--- config.mk ---
export PLATFORM = sky130hd
export DESIGN_NAME = scanchain_shifter
export DESIGN_NICKNAME = d
export VERILOG_FILES = /design/src/rtl/scanchain_pkg.sv /design/src/rtl/scanchain_clkgen.sv /design/src/rtl/scanchain_shifter.sv
export SDC_FILE = /design/constraint.sdc
export NUM_CORES = 1
export LEC_CHECK = 0
export CAP_MARGIN = 40
export CORE_MARGIN = 5
export CORE_UTILIZATION = 38
export CTS_BUF_LIST = sky130_fd_sc_hd__clkbuf_8
export DETAILED_ROUTE_END_ITERATION = 7
export PLACE_DENSITY = 0.63
export SKIP_CTS_REPAIR_TIMING = 1
export SYNTH_ARGS = -nofsm -noshare
export SYNTH_HDL_FRONTEND = slang
export SYNTH_SLANG_ARGS = --single-unit
--- constraint.sdc ---
create_clock -name clk -period 2.7 [get_ports clk]
set_input_delay 0.54 -clock clk [delete_from_list [all_inputs] [get_ports clk]]
set_output_delay 0.54 -clock clk [all_outputs]
set_load 0.02 [all_outputs]
--- src/rtl/scanchain_pkg.sv ---
// Shared definitions for the scan chain shifter: FSM state encoding and frame sizing.
package scanchain_pkg;

    typedef enum logic [1:0] {
        ST_IDLE       = 2'd0,
        ST_SHIFT      = 2'd1,
        ST_UPDATE     = 2'd2,
        ST_RESET_HOLD = 2'd3
    } state_t;

    // The frame is the payload concatenated above the address.
    function automatic int frame_bits(input int addr_bits, input int payload_bits);
        return addr_bits + payload_bits;
    endfunction

endpackage

--- src/rtl/scanchain_clkgen.sv ---
// Scan clock divider: while enabled, scan_clk toggles every CLK_DIV clk cycles.
// rise_tick/fall_tick flag the cycle just before scan_clk goes high/low.
module scanchain_clkgen #(
    parameter int CLK_DIV = 4
) (
    input  logic clk,
    input  logic reset_n,
    input  logic enable,
    output logic rise_tick,
    output logic fall_tick,
    output logic scan_clk
);

    localparam int DIV_W = $clog2(CLK_DIV) + 1;
    localparam logic [DIV_W-1:0] DIV_LAST = DIV_W'(CLK_DIV - 1);

    logic [DIV_W-1:0] div_cnt_reg;
    logic             wrap;

    assign wrap      = enable && (div_cnt_reg == DIV_LAST);
    assign rise_tick = wrap && !scan_clk;
    assign fall_tick = wrap && scan_clk;

    // Disabling parks the divider at the start of a low phase.
    always_ff @(posedge clk) begin
        if (!reset_n) begin
            div_cnt_reg <= '0;
            scan_clk    <= 1'b0;
        end else if (!enable) begin
            div_cnt_reg <= '0;
            scan_clk    <= 1'b0;
        end else if (wrap) begin
            div_cnt_reg <= '0;
            scan_clk    <= !scan_clk;
        end else begin
            div_cnt_reg <= div_cnt_reg + DIV_W'(1);
        end
    end

endmodule

--- src/rtl/scanchain_shifter.sv ---
// Serializes accepted write commands onto the chip scan chain, then strobes scan_update;
// reset commands hold scan_reset instead. Optional readback capture: SCANCHAIN_READBACK_EN.
module scanchain_shifter
    import scanchain_pkg::*;
#(
    parameter int ADDR_BITS    = 12,
    parameter int PAYLOAD_BITS = 169,
    parameter int CLK_DIV      = 4,
    parameter int RESET_CYCLES = 16
) (
    input  logic                    clk,
    input  logic                    reset_n,
    input  logic                    write_valid,
    output logic                    write_ready,
    input  logic [ADDR_BITS-1:0]    write_addr,
    input  logic [PAYLOAD_BITS-1:0] write_payload,
    input  logic                    write_reset,
    output logic                    scan_clk,
    output logic                    scan_in,
    output logic                    scan_update,
    output logic                    scan_reset
`ifdef SCANCHAIN_READBACK_EN
    ,
    input  logic                              scan_out,
    output logic [ADDR_BITS+PAYLOAD_BITS-1:0] read_data,
    output logic                              read_valid
`endif
);

    localparam int FRAME_BITS = frame_bits(ADDR_BITS, PAYLOAD_BITS);
    localparam int BIT_W      = $clog2(FRAME_BITS + 1);
    localparam int RST_W      = $clog2(RESET_CYCLES + 1);
    localparam int UPD_W      = $clog2(2 * CLK_DIV);

    localparam logic [BIT_W-1:0] BIT_FULL = BIT_W'(FRAME_BITS);
    localparam logic [RST_W-1:0] RST_LAST = RST_W'(RESET_CYCLES - 1);
    localparam logic [UPD_W-1:0] UPD_LAST = UPD_W'(2 * CLK_DIV - 1);

    state_t                state_reg;
    logic [FRAME_BITS-1:0] shift_data_reg;
    logic [BIT_W-1:0]      bit_cnt_reg;
    logic [RST_W-1:0]      rst_cnt_reg;
    logic [UPD_W-1:0]      upd_cnt_reg;

    logic shift_en;
    logic rise_tick;
    logic fall_tick;
    logic shift_done;

    assign write_ready = (state_reg == ST_IDLE);
    assign shift_en    = (state_reg == ST_SHIFT);
    // The bit on scan_in is always the MSB of the shift register, which is cleared in IDLE.
    assign scan_in     = shift_data_reg[FRAME_BITS-1];
    assign shift_done  = fall_tick && (bit_cnt_reg == BIT_FULL);

    scanchain_clkgen #(
        .CLK_DIV (CLK_DIV)
    ) u_clkgen (
        .clk       (clk),
        .reset_n   (reset_n),
        .enable    (shift_en),
        .rise_tick (rise_tick),
        .fall_tick (fall_tick),
        .scan_clk  (scan_clk)
    );

    always_ff @(posedge clk) begin
        if (!reset_n) begin
            state_reg      <= ST_IDLE;
            shift_data_reg <= '0;
            bit_cnt_reg    <= '0;
            rst_cnt_reg    <= '0;
            upd_cnt_reg    <= '0;
            scan_update    <= 1'b0;
            scan_reset     <= 1'b0;
        end else begin
            case (state_reg)
                ST_IDLE: begin
                    scan_update <= 1'b0;
                    scan_reset  <= 1'b0;
                    if (write_valid) begin
                        if (write_reset) begin
                            state_reg   <= ST_RESET_HOLD;
                            scan_reset  <= 1'b1;
                            rst_cnt_reg <= '0;
                        end else begin
                            state_reg      <= ST_SHIFT;
                            shift_data_reg <= {write_payload, write_addr};
                            bit_cnt_reg    <= '0;
                        end
                    end
                end

                ST_SHIFT: begin
                    // Bits are counted on the rising half; the falling half advances or finishes.
                    if (rise_tick) begin
                        bit_cnt_reg <= bit_cnt_reg + BIT_W'(1);
                    end
                    if (shift_done) begin
                        state_reg   <= ST_UPDATE;
                        scan_update <= 1'b1;
                        upd_cnt_reg <= '0;
                    end else if (fall_tick) begin
                        shift_data_reg <= {shift_data_reg[FRAME_BITS-2:0], 1'b0};
                    end
                end

                ST_UPDATE: begin
                    if (upd_cnt_reg == UPD_LAST) begin
                        state_reg      <= ST_IDLE;
                        scan_update    <= 1'b0;
                        shift_data_reg <= '0;
                    end else begin
                        upd_cnt_reg <= upd_cnt_reg + UPD_W'(1);
                    end
                end

                ST_RESET_HOLD: begin
                    if (rst_cnt_reg == RST_LAST) begin
                        state_reg  <= ST_IDLE;
                        scan_reset <= 1'b0;
                    end else begin
                        rst_cnt_reg <= rst_cnt_reg + RST_W'(1);
                    end
                end

                default: begin
                    state_reg <= ST_IDLE;
                end
            endcase
        end
    end

`ifdef SCANCHAIN_READBACK_EN
    logic [FRAME_BITS-1:0] capture_reg;

    // The chip's scan_out is sampled on the same cycle scan_clk rises.
    always_ff @(posedge clk) begin
        if (!reset_n) begin
            capture_reg <= '0;
            read_data   <= '0;
            read_valid  <= 1'b0;
        end else begin
            read_valid <= shift_done;
            if (rise_tick) begin
                capture_reg <= {capture_reg[FRAME_BITS-2:0], scan_out};
            end
            if (shift_done) begin
                read_data <= capture_reg;
            end
        end
    end
`endif

endmodule

==> flow_summary.ini <==
[placement]
port_buffers = 189
placed_cell_area_um2 = 12900
hpwl_mm = 17.6
dp.cells = 2000
place_congestion = 0.746

[floorplan]
row_count = 61
ios = 190
dieArea_um2 = 32000
fp.dieH_um = 179
die_w_um = 179
start_util_pct = 38.7
core_um2 = 28000

[timing]
timing.max_slew.rel_slack_pct = 51.6
rsz0062_at_grt = false
finalCritPeriodShare_pct = 89.5
worstMarginPinSlew_ns = 0.726
maxSlewViolCount = 0
hold_viol_final = 0
tns_ns = 0
period_needed_ns = 2.42
setup_viol = 0
fmax_mhz = 414
finClkSkew_ns = 0.0194

[synthesis]
synth_edf_count = 0
synth_mux_area_share_pct = 0.935
synth_top_cell_area_share_pct = 37.9
ys_warn_count = 0
yosys.area_share.adder_pct = 1.50
ys_seq_area_share_pct = 37.9
synth_top_family_by_area = simple AND/OR/NAND/NOR gates
ys_types = 41
synth_fp_nets = 1773
netlist_area_um2 = 10800
synth_top_cells_by_count = o21ai_0, dfxtp_1, nand2_1
async_flop_share_pct = 0
synth-simple-area-share_pct = 28.1
synth.area.top_cells = dfxtp_1, o21ai_0, nand4_1
yosys.area.top_type = dfxtp_1
synth_most_common_cell = o21ai_0
synth-seq-cells = 205
synth_flop_cell = dfxtp_1
synth.avg_cell_area_um2 = 6.88
synth_compound_area_share_pct = 18.7
synth_xor_xnor_area_share_pct = 0.242
synthCells = 1575

[pwr]
power_density_nw_per_um2 = 943
ir_drop_mv = 0.800
leakage_nw = 5.19

[outcome]
run_status = finished, final reports clean

[cts]
cts.path.max_buffers = 3
cts_sinks = 205
cts_tree = yes
htree_levels = 2
cts_made_buffers = 37
clock_latency_ns = 0.51
clk_pin_slew_ns = 0.06
root_buffer = clkbuf_8

[grt]
grt_util_met2_pct = 27.7
grt_pass1_wl_mm = 48.7
overflow = 0
antenna_found_initial = 0
grt_max_degree = 155
grt_use_total_pct = 17.8
use_met1_pct = 25.5
use_met3_pct = 2.91
busiest_layer = met2
grt_pass1_vias = 9893

[finish]
final_cell_area_um2 = 13600
nets = 1859
layoutNonFillerInstCount = 2064
area_delta_synth_final_pct = 25.9
largest_reg_flops = 181
drive_gt1_share_pct = 4.87

[route]
via_per_inst = 5.29
wl_per_cell_um = 14.5
totalWireLength_mm = 29.9
vias = 10900
initialDrtViolationCount = 1131
ant_nets = 0
drc = 0
dr.pass1.iters = 5

[critical_path]
reg2reg_depth = 8
arrival_ns = 1.88
end_kind = output pin
required_ns = 2.16
cp-start-kind = flop
worstSetupPathType = reg2out
crit_fanout = 10

[min_path]
hold_depth = 3
hold_path.class = in2reg

[flow_run]
maxCapViolations = 0
[through the flow]
step	hold slack (ns)	utilization (%)	setup WS (ns)	power [W]
3_5_place_dp	0.419	46.1	0.174	0.0100
2_1_floorplan	0.404	-	0.453	0.00845
4_1_cts	0.389	48.7	0.240	0.0130
5_1_grt	0.422	48.7	0.141	0.0139
3_3_place_gp	0.414	46.0	0.180	0.00992
6_report	0.415	48.7	0.283	0.0129
[worst max-delay path, stage by stage, from the launching register on]
cell,delay [ns]
dfxtp_1,0.36
inv_1,0.16
ha_4,0.23
clkdlybuf4s50_1,0.62
[where the power goes]
part           internal, W  leakage, nW  switching [W]  total (W)
logic              0.00180         3.10        0.00372    0.00551
registers          0.00401         1.67       0.000486    0.00449
clock network      0.00158        0.418        0.00128    0.00287
[cell families (layout without fill, tap and decap cells)]
family          Yosys count  after routing
compound gates          388            388
xor+xnor                  3              3
fa+ha+maj                13             13
buf+inv                 354            464
flops                   205            205
mux                      10             10
other cells               0              1
simple gates            602            602
[layout make-up]
class                      count  area [um^2]
timing repair buffer         212         2240
clock buffer                  48          661
tap                          378          473
antenna                        1         2.50
multi-input combinational   1016         5400
clock inverter                15         61.3
sequential                   205         4100
fill                        2838        14400
inverter                     189          709
[layer usage]
metal	up-vias	part of all wire, %	wire length [um]
met5	-	0	0
met4	0	1.7	519
li1	5584	-	-
met1	5013	46	13800
met3	33	5.4	1630
met2	285	47	14000
[layout by cell type, fill, tap and decap left out, types with 2 or more instances in the layout]
cell type	count
dfxtp_1	205
buf_12	12
and2_1	5
nand3_1	185
ha_1	11
nor2b_1	6
nor2_1	8
buf_4	10
a221oi_1	2
nand2_1	194
ha_4	2
clkbuf_8	48
nand4_1	182
nand2b_1	4
a211o_1	2
o21ai_1	90
nor3_1	3
a21oi_1	3
o21ai_0	277
a21boi_0	4
inv_1	202
nand3b_1	5
mux2i_1	9
a221o_1	3
xnor2_1	3
clkdlybuf4s50_1	188
[path summary, 6_finish.rpt]
path,startpoint,end,slack (ns)
worst max-delay path,state_reg[0],write_ready,0.28
worst min-delay path,reset_n,shift_data_reg[106],0.42
worst max register to register,state_reg[0],shift_data_reg[162],0.30
worst min register to register,u_clkgen.div_cnt_reg[0],u_clkgen.div_cnt_reg[0],0.43
Power figures use the tool's default switching activity.
